File: src/rtl/rv_multicycle_controller.sv
// Multicycle RV32 control FSM: sequences fetch, decode, memory,
// ALU and branch steps and drives the datapath strobes and selects.
module rv_multicycle_controller (
    input  logic       clk,
    input  logic       reset_n,
    input  logic [6:0] op,
    input  logic [2:0] funct3,
    input  logic       funct7b5,
    input  logic       Zero,
    input  logic       mem_ready,
    output logic       PCWrite,
    output logic       AdrSrc,
    output logic       MemWrite,
    output logic       IRWrite,
    output logic       RegWrite,
    output logic [1:0] ResultSrc,
    output logic [1:0] ALUSrcA,
    output logic [1:0] ALUSrcB,
    output logic [1:0] ImmSrc,
    output logic [2:0] ALUControl,
    output logic       illegal,
    output logic [3:0] state
);

    typedef enum logic [3:0] {
        FETCH    = 4'd0,
        DECODE   = 4'd1,
        MEMADR   = 4'd2,
        MEMREAD  = 4'd3,
        MEMWB    = 4'd4,
        MEMWRITE = 4'd5,
        EXECR    = 4'd6,
        EXECI    = 4'd7,
        ALUWB    = 4'd8,
        BEQ      = 4'd9,
        JAL      = 4'd10
    } state_e;

    localparam logic [6:0] OP_LW  = 7'b0000011;
    localparam logic [6:0] OP_SW  = 7'b0100011;
    localparam logic [6:0] OP_R   = 7'b0110011;
    localparam logic [6:0] OP_I   = 7'b0010011;
    localparam logic [6:0] OP_BEQ = 7'b1100011;
    localparam logic [6:0] OP_JAL = 7'b1101111;

    state_e state_q, state_d;

    logic       pc_we, ir_we, mem_we;
    logic [1:0] alu_op;

    logic is_lw, is_sw, is_r, is_i, is_beq, is_jal;

    assign is_lw  = (op == OP_LW);
    assign is_sw  = (op == OP_SW);
    assign is_r   = (op == OP_R);
    assign is_i   = (op == OP_I);
    assign is_beq = (op == OP_BEQ);
    assign is_jal = (op == OP_JAL);

    always_ff @(posedge clk or negedge reset_n) begin
        if (!reset_n) state_q <= FETCH;
        else          state_q <= state_d;
    end

    always_comb begin
        state_d   = FETCH;
        pc_we     = 1'b0;
        ir_we     = 1'b0;
        mem_we    = 1'b0;
        AdrSrc    = 1'b0;
        RegWrite  = 1'b0;
        ResultSrc = 2'b00;
        ALUSrcA   = 2'b00;
        ALUSrcB   = 2'b00;
        alu_op    = 2'b00;
        illegal   = 1'b0;
        unique case (state_q)
            FETCH: begin
                ALUSrcB   = 2'b10;
                ResultSrc = 2'b10;
                ir_we     = mem_ready;
                pc_we     = mem_ready;
                state_d   = mem_ready ? DECODE : FETCH;
            end
            DECODE: begin
                ALUSrcA = 2'b01;
                ALUSrcB = 2'b01;
                unique case (1'b1)
                    is_lw, is_sw: state_d = MEMADR;
                    is_r:         state_d = EXECR;
                    is_i:         state_d = EXECI;
                    is_beq:       state_d = BEQ;
                    is_jal:       state_d = JAL;
                    default: begin
                        state_d = FETCH;
                        illegal = 1'b1;
                    end
                endcase
            end
            MEMADR: begin
                ALUSrcA = 2'b10;
                ALUSrcB = 2'b01;
                state_d = is_lw ? MEMREAD : MEMWRITE;
            end
            MEMREAD: begin
                AdrSrc  = 1'b1;
                state_d = mem_ready ? MEMWB : MEMREAD;
            end
            MEMWB: begin
                ResultSrc = 2'b01;
                RegWrite  = 1'b1;
            end
            MEMWRITE: begin
                AdrSrc  = 1'b1;
                mem_we  = 1'b1;
                state_d = mem_ready ? FETCH : MEMWRITE;
            end
            EXECR: begin
                ALUSrcA = 2'b10;
                alu_op  = 2'b10;
                state_d = ALUWB;
            end
            EXECI: begin
                ALUSrcA = 2'b10;
                ALUSrcB = 2'b01;
                alu_op  = 2'b10;
                state_d = ALUWB;
            end
            ALUWB: begin
                RegWrite = 1'b1;
            end
            BEQ: begin
                ALUSrcA = 2'b10;
                alu_op  = 2'b01;
                pc_we   = Zero;
            end
            JAL: begin
                ALUSrcA = 2'b01;
                ALUSrcB = 2'b10;
                pc_we   = 1'b1;
                state_d = ALUWB;
            end
            default: state_d = FETCH;
        endcase
    end

    // Write strobes are held off for the whole reset window
    assign PCWrite  = reset_n & pc_we;
    assign IRWrite  = reset_n & ir_we;
    assign MemWrite = reset_n & mem_we;
    assign state    = state_q;

    always_comb begin
        ImmSrc = 2'b00;
        unique case (1'b1)
            is_sw:   ImmSrc = 2'b01;
            is_beq:  ImmSrc = 2'b10;
            is_jal:  ImmSrc = 2'b11;
            default: ImmSrc = 2'b00;
        endcase
    end

    always_comb begin
        ALUControl = 3'b000;
        unique case (alu_op)
            2'b00: ALUControl = 3'b000;
            2'b01: ALUControl = 3'b001;
            2'b10: begin
                unique case (funct3)
                    3'b000:  ALUControl = (op[5] & funct7b5) ? 3'b001 : 3'b000;
                    3'b010:  ALUControl = 3'b101;
                    3'b110:  ALUControl = 3'b011;
                    3'b111:  ALUControl = 3'b010;
                    default: ALUControl = 3'b000;
                endcase
            end
            default: ALUControl = 3'b000;
        endcase
    end

endmodule

File: config.mk
export PLATFORM = sky130hd
export DESIGN_NAME = rv_multicycle_controller
export DESIGN_NICKNAME = d
export VERILOG_FILES = /design/src/rtl/rv_multicycle_controller.sv
export SDC_FILE = /design/constraint.sdc
export NUM_CORES = 1
export LEC_CHECK = 0
export BUFFER_PORTS_ARGS = -buffer_cell sky130_fd_sc_hd__buf_2
export CORE_MARGIN = 2
export CORE_UTILIZATION = 43
export DETAILED_ROUTE_END_ITERATION = 8
export PLACE_DENSITY = 0.78
export SLEW_MARGIN = 25
export SYNTH_ARGS = -nofsm -noshare
export SYNTH_HDL_FRONTEND = slang
export SYNTH_SLANG_ARGS = --single-unit
File: constraint.sdc
create_clock -name clk -period 1.8 [get_ports clk]
set_input_delay 0.18 -clock clk [delete_from_list [all_inputs] [get_ports clk]]
set_output_delay 0.18 -clock clk [all_outputs]
set_load 0.01 [all_outputs]
==> results.sh <==
export IMPL_cp_required_ns=1.62
export IMPL_core_sq_um=1350
export IMPL_die_h_um=42.5
export IMPL_cap_violations=0
export IMPL_outcome="complete, but fails checks"
export IMPL_worst_setup_path_end_kind="primary output"
export IMPL_avgSynthCellArea_sq_um=7.25
export IMPL_p_leak_nw=0.536
export IMPL_cts_made_buffers=3
export IMPL_hold_viol=0
export IMPL_drt_iter0_markers=37
export IMPL_layout_nets=157
export IMPL_tightest_slew_ns=0.462
export IMPL_yosysWarnings=0
export IMPL_largest_register_ffs=4
export IMPL_ant_nets=0
export IMPL_slew_viol_final=0
export IMPL_overflow=0
export IMPL_ys_ff_latch=4
export IMPL_drt_wl_total_um=2350
export IMPL_setup_viol=1
export IMPL_path_cells="buf_6 > or4b_4 > nor3_2 > buf_2"
export IMPL_worstPathArrival_ns=1.63
export IMPL_synth_distinct_cells=39
export IMPL_cp_max_fo=4
export IMPL_cts_tree="done"
export IMPL_drc=0
export IMPL_rsz0062_at_grt="true"
export IMPL_placed_cells=139
export IMPL_drt_first_pass_iters=4
export IMPL_grt_pass1_vias=847
export IMPL_grt_pass1_wl_um=3780
export IMPL_final_util_pct=77.4
export IMPL_final_common_cell="buf_2"
export IMPL_h_tree_depth=1
export IMPL_power_density_nw_per_um2=385
export IMPL_layout_setup_ws_ns=-0.0106
export IMPL_violations="negative setup slack"
export IMPL_final_cells=153
export IMPL_crit_type="register to primary output"
export IMPL_antenna_cells=0
export IMPL_tns_ns=-0.0106
export IMPL_min_path_type="input port to register"
export IMPL_synth_fp_nets=105
export IMPL_track_usage_pct=27.6
export IMPL_netlist_area_sq_um=638
export IMPL_vias=901
export IMPL_clock_skew_final_ns=0.000682
export IMPL_drive_above_1_share_pct=53.6
export IMPL_irDropWorstVdd_mv=0.323
export IMPL_cpLargestDelayFamily="simple AND/OR/NAND/NOR gates"
export IMPL_initial_utilization_pct=47.3
export IMPL_synthToLayoutAreaGrowth_pct=63.7
export IMPL_grt_max_degree=12
export IMPL_synth_area_leaders="dfrtp_1 16%, nor3_1 7.1%, nand2b_1 5.9%"
export IMPL_fp_dieW_um=42.5
export IMPL_yosysSeqAreaShare_pct=15.7
export IMPL_slew_headroom_pct=69.0
export IMPL_clk_insertion_delay_late_ns=0.24
export IMPL_dieArea_sq_um=1810
export IMPL_fin_crit_sh_pct=101
export IMPL_fillers=98
export IMPL_synth_cells=88
export IMPL_layout_min_cycle_time_ns=1.81
export IMPL_crit_slowest_cell="or4b_4"
export IMPL_dp_hpwl_um=1490
export IMPL_cts_buffer_depth=2
export IMPL_cts_sinks=4
export IMPL_cpPeakStageDelay_ns=0.56
export IMPL_row_count=13
export IMPL_max_freq_mhz=552
export IMPL_cts_root_buffer="clkbuf_4"
export IMPL_whs_ns=0.266
export IMPL_routedWlPerCell_um=15.4
export IMPL_viasPerCell=5.89
export IMPL_synth_top_area_share_pct=15.7
export IMPL_path_buf_inv=2
export IMPL_critPathLaunchType="register"
export IMPL_yosysTopAreaCell="dfrtp_1"
export IMPL_ios=36
export IMPL_clkTransAtPathRegs_ns=0.04
export IMPL_place_gp_congestion=0.843
export IMPL_antenna_found_initial=0
export IMPL_power_w=0.000403
export IMPL_io_buffers=35
export IMPL_mostFrequentLayoutCells="35 x buf_2, 16 x buf_4, 8 x nor3_1"
## cell type report
| cell class | count | area [sq um] | share of cell area (%) |
|---|---|---|---|
| multi-input cells | 74 | 568 | 54.4 |
| repair buffers | 53 | 317 | 30.3 |
| flip-flops and latches | 4 | 104 | 9.94 |
| clock buffers | 3 | 22.5 | 2.16 |
| well taps | 15 | 18.8 | 1.80 |
| inverters | 4 | 15.0 | 1.44 |
## tightest hold or removal path: stages
cell	delay (ns)
buf_2	0.14
o31ai_1	0.09
nand3_1	0.07
## per-layer routing
metal,track usage [%],wire (um),part of all wire [%]
met3,8.19,179,7.6
met2,45.8,1260,54
met4,10.6,39,1.7
met5,0,0,0
met1,33.0,868,37
## synth_stat cells
cell type  instances
or4b_4             1
o31ai_1            1
nand2_1            5
o32ai_1            1
ha_1               2
a211oi_2           1
o21ai_1            1
a31oi_1            1
nor3_2             1
nor4_4             1
a31o_2             1
nor4b_1            1
nor2b_1            3
o21ai_0            1
a211oi_1           1
a21boi_0           1
dfrtp_1            4
a22oi_1            1
xor2_1             2
nor4_1             2
buf_2              1
nor3b_1            2
nor3_1             9
or2_2              1
nand3b_1           5
nand2b_1           6
a21o_1             1
and3_1             2
xnor2_1            2
or3b_1             1
or3_1              1
clkbuf_1           4
nand4_1            1
buf_6              1
inv_1              4
a21oi_1            6
nand3_1            2
o22ai_1            1
nor2_1             6
## worst paths after layout
| kind | cells after the start | end | slack [ns] | from |
|---|---|---|---|---|
| max in group asynchronous | 2 | state[3] | 1.35 | reset_n |
| setup / recovery | 4 | illegal | -0.01 | state[1] |
| hold / removal | 3 | state[2] | 0.27 | op[6] |
| setup reg to reg | 5 | state[1] | 0.08 | state[1] |
| hold reg to reg | 3 | state[3] | 0.68 | state[3] |
| min in group asynchronous | 2 | state[1] | 0.29 | reset_n |
## kinds of logic (layout without fill, tap and decap cells)
logic type	after synthesis	count (layout)	share of synthesized area, %
and+or+nand+nor	50	50	48.8
buffers and inverters	10	60	7.25
AOI/OAI and AO/OA	18	18	18.8
adders and majority gates	2	2	3.92
xor gates and xnor gates	4	4	5.49
DFF	4	4	15.7
## timing repair
item | in CTS | in global routing
hold endpoints to repair | 4 | 0
pin swaps | 2 | 1
resized for setup | 9 | 8
hold buffers | 1 | 0
setup buffers | 8 | 2
setup endpoints to repair | 5 | 8
## power by group
| group | total (W) | internal [W] | switching, W |
|---|---|---|---|
| Clock | 0.000120 | 0.0000751 | 0.0000446 |
| Combinational | 0.000185 | 0.0000883 | 0.0000967 |
| Sequential | 0.0000981 | 0.0000940 | 0.00000406 |
| Total | 0.000403 | 0.000257 | 0.000145 |
## through the flow
| stage | worst slack, ns | area [sq um] |
|---|---|---|
| floorplan | -0.0114 | 646 |
| global placement | 0.176 | 860 |
| detailed placement | 0.0777 | 860 |
| CTS | -0.00329 | 990 |
| global route | -0.0752 | 1040 |
| finish | -0.0106 | 1040 |
(Power assumes the default switching activity.)
